==> config.mk <==
export PLATFORM = sky130hd
export DESIGN_NAME = controle_contador_7_bits_flat
export DESIGN_NICKNAME = d
export VERILOG_FILES = /design/src/rtl/controle_contador_7_bits_pkg.sv /design/src/rtl/controle_contador_7_bits_if.sv /design/src/rtl/controle_contador_7_bits_comparador.sv /design/src/rtl/controle_contador_7_bits.sv /design/src/flat_wrapper.sv
export SDC_FILE = /design/constraint.sdc
export NUM_CORES = 1
export LEC_CHECK = 0
export ABC_AREA = 1
export CAP_MARGIN = 20
export CORE_MARGIN = 3
export CORE_UTILIZATION = 44
export DETAILED_ROUTE_END_ITERATION = 16
export PLACE_DENSITY = 0.9
export SLEW_MARGIN = 10
export SYNTH_ARGS = -nofsm -noshare
export SYNTH_HDL_FRONTEND = slang
export SYNTH_SLANG_ARGS = --single-unit
export TNS_END_PERCENT = 5
==> constraint.sdc <==
create_clock -name clk -period 2.6 [get_ports clk]
set_input_delay 0.65 -clock clk [delete_from_list [all_inputs] [get_ports clk]]
set_output_delay 0.65 -clock clk [all_outputs]
set_load 0.01 [all_outputs]
==> src/rtl/controle_contador_7_bits_pkg.sv <==
// Shared definitions for the 7-bit counter controller.
//   W         : counter width in bits (must match the counter instance)
//   cnt_t     : counter-width value type
//   ST_*      : controller state encoding, also exposed on the state output
package controle_contador_7_bits_pkg;

    localparam int W = 7;

    typedef logic [W-1:0] cnt_t;

    localparam logic [2:0] ST_IDLE  = 3'd0;
    localparam logic [2:0] ST_LOAD  = 3'd1;
    localparam logic [2:0] ST_RUN   = 3'd2;
    localparam logic [2:0] ST_PAUSE = 3'd3;
    localparam logic [2:0] ST_DONE  = 3'd4;

endpackage

==> src/rtl/controle_contador_7_bits_if.sv <==
// Bundle between the panel logic, the controller and the 7-bit counter.
//   panel -> controller : start, stop, pause, dir_up, preset, limit
//   counter -> controller: cnt_q
//   controller -> counter: ctr_load, ctr_e_load, ctr_enable, ctr_up_down
//   controller -> panel : busy, done, state
// Handshake: there is no valid/ready pair. start is a level that is
// sampled on every rising clk edge while the controller is idle, and
// ignored otherwise. done is a single-cycle pulse and busy is a plain level.
// modport master : the controller side
// modport slave  : the environment (panel + counter) side
interface controle_contador_7_bits_if;
    import controle_contador_7_bits_pkg::*;

    logic       start;
    logic       stop;
    logic       pause;
    logic       dir_up;
    cnt_t       preset;
    cnt_t       limit;
    cnt_t       cnt_q;
    logic       ctr_load;
    cnt_t       ctr_e_load;
    logic       ctr_enable;
    logic       ctr_up_down;
    logic       busy;
    logic       done;
    logic [2:0] state;

    modport master (
        input  start, stop, pause, dir_up, preset, limit, cnt_q,
        output ctr_load, ctr_e_load, ctr_enable, ctr_up_down, busy, done, state
    );

    modport slave (
        output start, stop, pause, dir_up, preset, limit, cnt_q,
        input  ctr_load, ctr_e_load, ctr_enable, ctr_up_down, busy, done, state
    );

endinterface

==> src/rtl/controle_contador_7_bits_comparador.sv <==
// Equality comparator between the counter value and the captured limit.
//   a, b : values to compare
//   eq   : 1 when every bit pair matches
module controle_contador_7_bits_comparador
    import controle_contador_7_bits_pkg::*;
(
    input  cnt_t a,
    input  cnt_t b,
    output logic eq
);

    // Bitwise XNOR followed by an AND reduction.
    assign eq = &(a ~^ b);

endmodule

==> src/rtl/controle_contador_7_bits.sv <==
// FSM controller that sequences a 7-bit up/down counter with async load.
// On start it captures preset, limit and direction, pulses the counter's
// load for one cycle, then enables counting until cnt_q equals the limit.
// Supports pause/resume (pause level) and abort (stop).
// Ports:
//   clk : system clock, rising edge
//   rst : asynchronous reset, active-high
//   bus : controle_contador_7_bits_if.master (panel, counter and status signals)
// Build option:
//   AUTO_RELOAD_EN : when defined, DONE returns to LOAD so the sequence
//                    repeats with the captured values; busy stays high in DONE.
module controle_contador_7_bits
    import controle_contador_7_bits_pkg::*;
(
    input logic                         clk,
    input logic                         rst,
    controle_contador_7_bits_if.master  bus
);

    logic [2:0] state_q, state_d;
    cnt_t       e_load_q, e_load_d;
    cnt_t       limit_q, limit_d;
    logic       up_down_q, up_down_d;
    logic       at_limit;

    controle_contador_7_bits_comparador u_cmp (
        .a  (bus.cnt_q),
        .b  (limit_q),
        .eq (at_limit)
    );

    always_comb begin
        state_d   = state_q;
        e_load_d  = e_load_q;
        limit_d   = limit_q;
        up_down_d = up_down_q;

        // stop beats everything else once a sequence is active.
        if (bus.stop && (state_q != ST_IDLE)) begin
            state_d = ST_IDLE;
        end else begin
            case (state_q)
                ST_IDLE: begin
                    if (bus.start) begin
                        state_d   = ST_LOAD;
                        e_load_d  = bus.preset;
                        limit_d   = bus.limit;
                        up_down_d = bus.dir_up;
                    end
                end
                ST_LOAD: state_d = ST_RUN;
                ST_RUN: begin
                    // Reaching the limit wins over a simultaneous pause.
                    if (at_limit) begin
                        state_d = ST_DONE;
                    end else if (bus.pause) begin
                        state_d = ST_PAUSE;
                    end
                end
                ST_PAUSE: begin
                    if (!bus.pause) begin
                        state_d = ST_RUN;
                    end
                end
`ifdef AUTO_RELOAD_EN
                ST_DONE: state_d = ST_LOAD;
`else
                ST_DONE: state_d = ST_IDLE;
`endif
                default: state_d = ST_IDLE;
            endcase
        end
    end

    always_ff @(posedge clk or posedge rst) begin
        if (rst) begin
            state_q   <= ST_IDLE;
            e_load_q  <= '0;
            limit_q   <= '0;
            up_down_q <= 1'b0;
        end else begin
            state_q   <= state_d;
            e_load_q  <= e_load_d;
            limit_q   <= limit_d;
            up_down_q <= up_down_d;
        end
    end

    // Outputs are decoded from registered state only, so ctr_load is
    // glitch-free and drops immediately with an async reset.
    assign bus.ctr_load    = (state_q == ST_LOAD);
    assign bus.ctr_e_load  = e_load_q;
    assign bus.ctr_up_down = up_down_q;
    // Gating with the live compare stops the counter exactly on the limit.
    assign bus.ctr_enable  = (state_q == ST_RUN) && !at_limit;
    assign bus.done        = (state_q == ST_DONE);
    assign bus.state       = state_q;
`ifdef AUTO_RELOAD_EN
    assign bus.busy        = (state_q == ST_LOAD) || (state_q == ST_RUN) ||
                             (state_q == ST_PAUSE) || (state_q == ST_DONE);
`else
    assign bus.busy        = (state_q == ST_LOAD) || (state_q == ST_RUN) ||
                             (state_q == ST_PAUSE);
`endif

endmodule
==> src/flat_wrapper.sv <==
// flat-port wrapper written by rule: the top's interface ports become plain ports
module controle_contador_7_bits_flat import controle_contador_7_bits_pkg::*;
  (clk, rst, bus_start, bus_stop, bus_pause, bus_dir_up, bus_preset, bus_limit, bus_cnt_q, bus_ctr_load, bus_ctr_e_load, bus_ctr_enable, bus_ctr_up_down, bus_busy, bus_done, bus_state);
  controle_contador_7_bits_if bus_i ();
  input logic clk;
  input logic rst;
  input wire logic [$bits(bus_i.start)-1:0] bus_start;
  input wire logic [$bits(bus_i.stop)-1:0] bus_stop;
  input wire logic [$bits(bus_i.pause)-1:0] bus_pause;
  input wire logic [$bits(bus_i.dir_up)-1:0] bus_dir_up;
  input wire logic [$bits(bus_i.preset)-1:0] bus_preset;
  input wire logic [$bits(bus_i.limit)-1:0] bus_limit;
  input wire logic [$bits(bus_i.cnt_q)-1:0] bus_cnt_q;
  output wire logic [$bits(bus_i.ctr_load)-1:0] bus_ctr_load;
  output wire logic [$bits(bus_i.ctr_e_load)-1:0] bus_ctr_e_load;
  output wire logic [$bits(bus_i.ctr_enable)-1:0] bus_ctr_enable;
  output wire logic [$bits(bus_i.ctr_up_down)-1:0] bus_ctr_up_down;
  output wire logic [$bits(bus_i.busy)-1:0] bus_busy;
  output wire logic [$bits(bus_i.done)-1:0] bus_done;
  output wire logic [$bits(bus_i.state)-1:0] bus_state;
  assign bus_i.start = bus_start;
  assign bus_i.stop = bus_stop;
  assign bus_i.pause = bus_pause;
  assign bus_i.dir_up = bus_dir_up;
  assign bus_i.preset = bus_preset;
  assign bus_i.limit = bus_limit;
  assign bus_i.cnt_q = bus_cnt_q;
  assign bus_ctr_load = bus_i.ctr_load;
  assign bus_ctr_e_load = bus_i.ctr_e_load;
  assign bus_ctr_enable = bus_i.ctr_enable;
  assign bus_ctr_up_down = bus_i.ctr_up_down;
  assign bus_busy = bus_i.busy;
  assign bus_done = bus_i.done;
  assign bus_state = bus_i.state;
  controle_contador_7_bits u_core (.clk(clk), .rst(rst), .bus(bus_i));
endmodule
==> results of run 1 <==
-- logic make-up (layout without fill, tap and decap cells) --
logic type,after synthesis,in the layout,synth area share (%)
flip-flops,18,18,47.3
AND/OR/NAND/NOR,48,48,21.9
AO/OA/AOI/OAI,8,8,4.73
buffers and inverters,19,68,8.41
XOR/XNOR,2,2,1.84
multiplexers,10,10,15.8
-- critical path, stage by stage --
cell	delay, ns
clkdlybuf4s50_1	0.48
inv_1	0.04
nand2_1	0.07
nand2_1	0.08
nand2_1	0.07
nor2_1	0.04
nand3_1	0.08
nand4_1	0.08
inv_1	0.06
clkbuf_2	0.12
-- layer usage --
metal	track usage [%]	wire, µm
met2	31.2	1080
met4	13.2	96
met5	0	0
met3	3.99	176
met1	19.2	916
-- registers in the layout, summed over array words and instances (netlist names) --
signal and count:
u_core.bus.ctr_up_down 1, u_core.bus.ctr_e_load 7, u_core.limit_q 7, u_core.bus.state 3
-- final timing paths --
| kind | startpoint | to | slack (ns) |
|---|---|---|---|
| min | u_core.bus.ctr_e_load[3] | u_core.bus.ctr_e_load[3] | 0.53 |
| max reg2reg | u_core.bus.state[1] | u_core.limit_q[2] | 1.08 |
| min in group asynchronous | rst | u_core.bus.ctr_up_down | 0.74 |
| max in group asynchronous | rst | u_core.bus.state[2] | 1.44 |
| min reg2reg | u_core.bus.ctr_e_load[3] | u_core.bus.ctr_e_load[3] | 0.53 |
| max | bus_cnt_q[0] | bus_ctr_enable | 0.17 |
-- area by class of cell --
type / instances / area (µm²) / share of cell area (%)
Sequential cell: 18 / 450 / 30.9
Timing Repair Buffer: 47 / 450 / 30.9
Multi-Input combinational cell: 68 / 424 / 29.1
Inverter: 17 / 63.8 / 4.37
Clock buffer: 4 / 36.3 / 2.49
Tap cell: 27 / 33.8 / 2.32
-- placed cells by master, fill, tap and decap left out, types with 2 or more instances in the layout --
cell             count
inv_1               17
nand2_1             24
dfrtp_1             18
nor3_1               2
clkdlybuf4s50_1     40
nor2_2               3
a21oi_1              5
mux2_4              10
nor2_1              11
buf_4                6
nand3_1              5
clkbuf_4             3
nand3_2              2
-- repair_timing --
item	in CTS	in global routing
hold buffers	0	0
buffers inserted	0	2
pin swaps	0	3
endpoints found under the setup margin	1	1
resized for setup	1	3
-- stage by stage --
step	worst slack, ns	TNS [ns]
2_1_floorplan	0.804	0
3_3_place_gp	-0.181	-0.181
3_5_place_dp	-0.208	-0.208
4_1_cts	0.0132	0
5_1_grt	0.0454	0
6_report	0.168	0
-- power groups by stage --
stage | Clock (W) | Combinational, W | Sequential, W
floorplan | 0 | 0.000398 | 0.000532
detailed placement | 0 | 0.000746 | 0.000511
global route | 0.000189 | 0.000827 | 0.000529
global placement | 0 | 0.000717 | 0.000506
CTS | 0.000178 | 0.000745 | 0.000512
finish | 0.000177 | 0.000757 | 0.000512
==> impl_metrics.yaml, run 1 <==
run_status:
  status: "finished clean"
floorplan:
  start_util_pct: 47.6
  die_w_um: 52.5
  core_um2: 2000
  io_pins: 42
  dieArea_um2: 2760
  rows: 16
  die_h_um: 52.5
logic_synthesis:
  ys_types: 18
  synth_common_cells: "nand2_1, dfrtp_1, inv_1, nor2_1, mux2_4"
  async_flop_share_pct: 100
  synth-edff-count: 0
  ys.flop_type: "dfrtp_1"
  yosys_register_bits: 18
  synth_cells: 105
  syn-num-nets: 132
  yosysTopAreaCell: "dfrtp_1"
  yosysSeqAreaShare_pct: 47.3
  yosysWarnings: 0
  synth.area.top_cells: "dfrtp_1, mux2_4, nand2_1"
  yosys.area.top_type_share_pct: 47.3
  syn_area_per_cell_um2: 9.07
  synth_most_common_cell: "nand2_1"
  synthesis.area_um2: 952
placement:
  dp.cells: 175
  io_buffer_count: 41
  placed_cell_area_um2: 1410
  place.gp.congestion: 0.866
  dp_hpwl_mm: 1.71
critical_path:
  critPathCaptureType: "primary output"
  crit_type: "primary input to primary output"
  required_ns: 1.95
  crit_arrival_ns: 1.78
  r2r_cells: 5
  crit_path_max_fanout: 2
  startpoint_type: "primary input"
cts:
  cts_tree: "yes"
  cts_made_buffers: 3
  clock_latency_ns: 0.30
  path_clk_slew_ns: 0.10
  cts_sinks: 18
  htreeDepth: 1
  clock_path_buffers: 2
  root_buffer: "clkbuf_4"
timing:
  fin_crit_sh_pct: 93.5
  max_clock_freq_mhz: 411
  drv_slew: 0
  grt_setup_unrepaired: "no"
  setup_viol: 0
  worstMarginPinSlew_ns: 0.675
  min_period_ns: 2.43
  hold-worst-slack_ns: 0.527
  hold_viol: 0
  fin_skew_ns: 0.00122
  maxSlewHeadroom_pct: 54.9
hold_path:
  min_path_cells: 1
  hp-class: "flop to flop"
global_route:
  grt_overflow_total: 0
  grt_max_degree: 19
  grt_pass1_wl_mm: 3.60
  antenna_found_initial: 0
  grt_pass1_vias: 926
  track_usage_pct: 18.1
pwr:
  p_switching_w: 0.000503
  power_w: 0.00145
  comb_power_share_pct: 52.4
  seq_power_share_pct: 35.4
  p_int_w: 0.000943
  leakage_nw: 0.734
  switching_share_pct: 34.8
  irDropWorstVdd_v: 0.000672
  power.share.clock_pct: 12.2
  power.density_nw_per_um2: 991
route:
  vias: 861
  routed_wl_mm: 2.27
  routedWlPerCell_um: 12.5
  final_antenna_net_count: 0
  dr.pass1.iters: 5
  via_per_inst: 4.76
  drt_iter0_drc: 7
  drc: 0
layout:
  diodes: 0
  fin_area_um2: 1460
  drive_gt1_share_pct: 16.9
  finalNonFillerCells: 181
  syn_to_final_growth_pct: 53.2
  postLayoutCoreUtil_pct: 72.9
  nNetsFinal: 182
  n_fill_cell: 156
flow_run:
  maxCapViolCount: 0
(Power assumes the default switching activity.)
==> inputs of run 2 (changes only) <==
Settings changed: SETUP_SLACK_MARGIN set to 0.02.
==> results of run 2 <==
The final DEF is identical to that of run 1; final timing and power are the same.
Main changes from that run: number of gates resized after CTS 1 -> 2
